==> src/rtl/speed_throttle.sv <==
// Push-button speed selector driving a divided square wave (slow_clk) and tick pulse.
// Optional feature macro: THROTTLE_AUTOREPEAT_EN (auto-repeat steps while a button is held).

module speed_throttle_btn #(
  parameter int DB_CYCLES = 250000
) (
  input  logic CLK_50,
  input  logic reset_n,
  input  logic raw,
  output logic level,
  output logic rise
);
  localparam int DB_W = $clog2(DB_CYCLES + 1);

  logic [1:0]      sync;
  logic [DB_W-1:0] cnt;
  logic            level_q;

  // Level follows the synchronised input only after DB_CYCLES identical samples in a row.
  always_ff @(posedge CLK_50 or negedge reset_n) begin
    if (!reset_n) begin
      sync    <= '0;
      cnt     <= '0;
      level   <= 1'b0;
      level_q <= 1'b0;
    end else begin
      sync    <= {sync[0], raw};
      level_q <= level;
      if (sync[1] != level) begin
        if (cnt == DB_W'(DB_CYCLES - 1)) begin
          level <= sync[1];
          cnt   <= '0;
        end else begin
          cnt <= cnt + 1'b1;
        end
      end else begin
        cnt <= '0;
      end
    end
  end

  assign rise = level & ~level_q;
endmodule

module speed_throttle #(
  parameter int NUM_LEVELS    = 6,
  parameter int BASE_HALF     = 12500000,
  parameter int CNT_WIDTH     = 24,
  parameter int DB_CYCLES     = 250000,
  parameter int REPEAT_CYCLES = 25000000,
  parameter int LVL_W         = 3
) (
  input  logic             CLK_50,
  input  logic             reset_n,
  input  logic             pb_freq_up,
  input  logic             pb_freq_dn,
  output logic             slow_clk,
  output logic             tick,
  output logic [LVL_W-1:0] freq_num,
  output logic             at_min,
  output logic             at_max
);
  localparam int TBL = 1 << LVL_W;

  logic [1:0] db_lvl, db_rise;   // [0] = up, [1] = down
  logic       up_req, dn_req;

  speed_throttle_btn #(.DB_CYCLES(DB_CYCLES)) u_btn [1:0] (
    .CLK_50  (CLK_50),
    .reset_n (reset_n),
    .raw     ({pb_freq_dn, pb_freq_up}),
    .level   (db_lvl),
    .rise    (db_rise)
  );

`ifdef THROTTLE_AUTOREPEAT_EN
  localparam int REP_W = $clog2(REPEAT_CYCLES + 1);

  logic [REP_W-1:0] rep_cnt;
  logic             single, rep_fire;

  // Counter idles during the press cycle so the first repeat lands REPEAT_CYCLES after it.
  assign single   = db_lvl[0] ^ db_lvl[1];
  assign rep_fire = single && (db_rise == 2'b00) && (rep_cnt == REP_W'(REPEAT_CYCLES - 1));

  always_ff @(posedge CLK_50 or negedge reset_n) begin
    if (!reset_n)                               rep_cnt <= '0;
    else if (!single || db_rise != 2'b00 || rep_fire) rep_cnt <= '0;
    else                                        rep_cnt <= rep_cnt + 1'b1;
  end

  assign up_req = db_rise[0] | (rep_fire & db_lvl[0]);
  assign dn_req = db_rise[1] | (rep_fire & db_lvl[1]);
`else
  assign up_req = db_rise[0];
  assign dn_req = db_rise[1];
`endif

  // Per-level terminal counts, fixed at elaboration.
  logic [TBL-1:0][CNT_WIDTH-1:0] half_m1;
  for (genvar g = 0; g < TBL; g++) begin : g_half
    if (g < NUM_LEVELS) begin : g_lvl
      assign half_m1[g] = CNT_WIDTH'((BASE_HALF >> g) - 1);
    end else begin : g_pad
      assign half_m1[g] = '0;
    end
  end

  logic [LVL_W-1:0]     lvl_nxt;
  logic [CNT_WIDTH-1:0] cnt;

  assign at_min = (freq_num == '0);
  assign at_max = (freq_num == LVL_W'(NUM_LEVELS - 1));

  always_comb begin
    lvl_nxt = freq_num;
    if (up_req && !dn_req && !at_max)      lvl_nxt = freq_num + 1'b1;
    else if (dn_req && !up_req && !at_min) lvl_nxt = freq_num - 1'b1;
  end

  // A level change restarts the period and swallows any toggle due on that edge.
  always_ff @(posedge CLK_50 or negedge reset_n) begin
    if (!reset_n) begin
      freq_num <= '0;
      cnt      <= '0;
      slow_clk <= 1'b0;
      tick     <= 1'b0;
    end else begin
      freq_num <= lvl_nxt;
      tick     <= 1'b0;
      if (lvl_nxt != freq_num) begin
        cnt <= '0;
      end else if (cnt == half_m1[freq_num]) begin
        cnt      <= '0;
        slow_clk <= ~slow_clk;
        tick     <= ~slow_clk;
      end else begin
        cnt <= cnt + 1'b1;
      end
    end
  end
endmodule

==> config.mk <==
export PLATFORM = sky130hd
export DESIGN_NAME = speed_throttle
export DESIGN_NICKNAME = d
export VERILOG_FILES = /design/src/rtl/speed_throttle.sv
export SDC_FILE = /design/constraint.sdc
export NUM_CORES = 1
export LEC_CHECK = 0
export ABC_AREA = 0
export CELL_PAD_IN_SITES_DETAIL_PLACEMENT = 2
export CELL_PAD_IN_SITES_GLOBAL_PLACEMENT = 2
export CORE_ASPECT_RATIO = 1.1
export CORE_MARGIN = 2
export CORE_UTILIZATION = 30
export CTS_CLUSTER_SIZE = 16
export DETAILED_ROUTE_END_ITERATION = 10
export PLACE_DENSITY_LB_ADDON = 0.3
export SLEW_MARGIN = 10
export SYNTH_ARGS = -nofsm -noshare
export SYNTH_HDL_FRONTEND = slang
export SYNTH_SLANG_ARGS = --single-unit
==> constraint.sdc <==
create_clock -name CLK_50 -period 2.83 [get_ports CLK_50]
set_clock_uncertainty 0.05 [all_clocks]
set_input_delay 0.4245 -clock CLK_50 [delete_from_list [all_inputs] [get_ports CLK_50]]
set_output_delay 0.4245 -clock CLK_50 [all_outputs]
set_load 0.01 [all_outputs]
==> metrics.csv <==
stage,metric,value,unit
setup_path,crit path DAT,2.82,ns
layout,Syn-to-layout area delta,15.0,%
yosys,Gate Count Post-Synth,402,
yosys,fraction of registers with async set/reset,100,%
drt,TritonRoute pass-1 iters,4,
power_and_ir_drop,Switch Pwr,0.488,mW
yosys,"EDFF count, synth",0,
global_route,first-pass GRT wire length,17500,um
clock_tree,H-tree levels,3,
sta,Slew headroom,35.4,%
sta,worst-margin pin slew,0.969,ns
setup_path,critical setup path kind,flip-flop to flip-flop,
power_and_ir_drop,Clock Power Share,51.9,%
yosys,Post-synth top flop,dfrtp_1,
placement,Post-Place Cells,562,
setup_path,required time worst endpoint,3.00,ns
outcome,status,finished clean,
clock_tree,Sink Count,73,
floorplan,Initial Util,30.9,%
clock_tree,Max Buffers Root-to-Sink,2,
yosys,#FFs+latches synth,73,
sta,post-route minimum period,2.65,ns
yosys,largest cells by area after synthesis,"dfrtp_1, xnor2_1, xor2_1, nor2_1, ha_1",
power_and_ir_drop,Sequential Power Share,46.0,%
setup_path,endpoint class of the critical path,flip-flop,
yosys,average cell area after synthesis,9.77,um^2
placement,post-DP HPWL,7070,um
floorplan,Core Rows,43,
sta,Final Hold Vio Count,0,
layout,Filler cells,1397,
layout,layout cell share with drive strength beyond 1,9.74,%
setup_path,cells on worst reg2reg path,9,
floorplan,Die H,124,um
sta,RSZ-0062 raised after global routing,no,
clock_tree,Num CTS Buffers,9,
floorplan,Core Area,12700,um^2
job,max_cap viols,0,
global_route,gr ovfl total,0,
drt,via density per instance,5.07,
floorplan,Die X,113,um
setup_path,Max Fanout on Critical Path,24,
clock_tree,Clock Tree Root,clkbuf_16,
power_and_ir_drop,static leakage,1.92,nW
global_route,Total Routing Usage GR,16.2,%
global_route,antenna violations before repair,0,
power_and_ir_drop,Comb pwr share,2.1,%
yosys,Yosys top cell area share,46.5,%
layout,Finished Layout Cells,578,
clock_tree,"CTS clk-pin slew, worst paths",0.06,ns
power_and_ir_drop,Tot Pwr,2.31,mW
floorplan,die footprint,14000,um^2
placement,I/O Buffers,10,
sta,final hold slack,0.181,ns
drt,residual DRC count,0,
placement,worst slack at placement,0.0532,ns
clock_tree,CTS tree,yes,
hold_path,min-delay worst type,input port to asynchronous set/reset pin,
global_route,largest net degree at the start of global routing,74,
power_and_ir_drop,VDD IR max,0.312,mV
drt,post-route ant nets,0,
sta,fin. max-slew vios,0,
global_route,vias in the first global route,3374,
drt,routed len/inst,17.6,um
yosys,Yosys cell types,48,
sta,Setup-failing EPs final,0,
yosys,Syn. warnings,0,
drt,Iter 0 DRT Violations,94,
setup_path,Worst Setup Start Kind,flip-flop,
layout,Final Net Count,432,
yosys,Yosys top cell by area,dfrtp_1,
power_and_ir_drop,Power Density,511,nW/um^2
floorplan,io pins,11,
placement,RD Place Congestion,0.741,
yosys,"Seq/Total Area, Yosys",46.5,%
sta,worst setup margin,0.180,ns
sta,fmax,377,MHz
sta,final worst-path cycle share,93.6,%
layout,diode count,0,
sta,Total Neg Setup Slack,0,ns
power_and_ir_drop,Int Pwr,1.82,mW
power_and_ir_drop,Sw Ratio,21.1,%
yosys,syn_nets,418,
drt,DRT Wirelength,10200,um
drt,DR vias,2929,
clock_tree,Worst-Skew Late Latency,0.34,ns
yosys,synthesized area,3930,um^2
## cell families (layout without fill, tap and decap cells)
group	count (synthesis)	count (layout)	synth area share, %
and+or+nand+nor	192	192	24.8
DFF	73	73	46.5
buffers and inverters	27	46	3.44
AOI/OAI and AO/OA	26	26	5.19
muxes	3	3	0.828
xor gates and xnor gates	69	69	15.4
adders and majority gates	12	12	3.82
## registers in the layout, summed over array words and instances (netlist names)
signal / count
freq_num: 3
slow_clk: 1
tick: 1
u_btn.level: 2
cnt: 24
u_btn.sync: 4
u_btn.cnt: 36
u_btn.level_q: 2
## cells in the mapped netlist (2+ instances only)
cell type / instances
a21oi_1: 5
buf_6: 2
nor2_1: 68
dfrtp_1: 73
o21ai_0: 4
nand2_1: 23
and4_1: 7
a31oi_1: 2
nor2b_1: 6
nor2_2: 10
xnor2_1: 35
nand4_1: 12
inv_1: 13
and2_1: 2
mux2_2: 2
a211oi_1: 3
nor3_1: 8
clkbuf_1: 6
nor4b_1: 3
nand3b_1: 2
and3_1: 6
or3_1: 2
nand3_1: 25
ha_1: 12
xor2_1: 34
nand2b_1: 6
nor4_1: 6
o22ai_1: 3
buf_2: 3
## worst max-delay path, stage by stage, from the launching register on
cell	delay [ns]
dfrtp_1	0.44
inv_1	0.20
ha_2	0.31
nor2b_2	0.24
o21a_1	0.15
o211ai_1	0.10
or4_4	0.55
o21ai_4	0.19
buf_12	0.20
nor2_1	0.09
## cell type report
cell class | instances | area [um^2] | share of cell area (%)
inverters | 14 | 52.6 | 1.16
flip-flops and latches | 73 | 1830 | 40.5
multi-input cells | 302 | 1980 | 43.8
repair buffers | 16 | 155 | 3.44
clock inverters | 2 | 35.0 | 0.776
clock buffers | 14 | 274 | 6.07
well taps | 157 | 196 | 4.35
## placed cells by master, fill, tap and decap left out, types with 2 or more instances in the layout
| cell | count |
|---|---|
| a211oi_1 | 2 |
| a21oi_1 | 5 |
| a31oi_1 | 2 |
| and2_1 | 2 |
| and3_1 | 6 |
| and4_1 | 7 |
| buf_4 | 6 |
| clkbuf_1 | 2 |
| clkbuf_16 | 9 |
| clkbuf_8 | 3 |
| clkdlybuf4s50_1 | 9 |
| dfrtp_1 | 73 |
| ha_1 | 11 |
| inv_1 | 13 |
| mux2_2 | 2 |
| nand2_1 | 23 |
| nand2b_1 | 6 |
| nand3_1 | 25 |
| nand3b_1 | 2 |
| nand4_1 | 12 |
| nor2_1 | 68 |
| nor2_2 | 10 |
| nor2b_1 | 5 |
| nor3_1 | 8 |
| nor4_1 | 6 |
| nor4b_1 | 3 |
| o21ai_0 | 4 |
| o22ai_1 | 3 |
| or3_1 | 2 |
| xnor2_1 | 35 |
| xor2_1 | 34 |
## metrics by stage
stage	cell area [um^2]	util, %
4_1_cts	4510	35.5
2_1_floorplan	3930	-
3_3_place_gp	4200	33.1
5_1_grt	4520	35.6
6_report	4520	35.6
3_5_place_dp	4200	33.1
## path summary, 6_finish.rpt
check	start	endpoint	slack, ns
setup / recovery	freq_num[1]	cnt[2]	0.18
hold / removal	reset_n	freq_num[0]	0.18
setup reg to reg	freq_num[1]	cnt[2]	0.18
hold reg to reg	u_btn[0].sync[0]	u_btn[0].sync[1]	0.30
max in group asynchronous	reset_n	u_btn[0].cnt[14]	1.92
min in group CLK_50	u_btn[0].sync[0]	u_btn[0].sync[1]	0.30
## power by group through the flow
| stage | logic, mW | clock network (mW) | registers, mW |
|---|---|---|---|
| 2_1_floorplan | 0.0189 | 0 | 1.08 |
| 3_3_place_gp | 0.0495 | 0 | 1.08 |
| 3_5_place_dp | 0.0518 | 0 | 1.08 |
| 4_1_cts | 0.0521 | 1.24 | 1.06 |
| 5_1_grt | 0.0571 | 1.27 | 1.06 |
| 6_report | 0.0477 | 1.20 | 1.06 |
## routing by layer
| layer | track usage (%) | up-vias | routed length [um] |
|---|---|---|---|
| met1 | 18.8 | 1513 | 4430 |
| met2 | 29.8 | 25 | 5380 |
| li1 | - | 1379 | - |
| met4 | 6.86 | 0 | 201 |
| met5 | 0 | - | 0 |
| met3 | 2.53 | 12 | 171 |
## what timing repair did
item | in CTS | in global routing
gates resized for setup | 0 | 3
setup buffers | 0 | 0
setup endpoints to repair | 0 | 26
hold buffers | 0 | 0
Power figures use the tool's default switching activity.
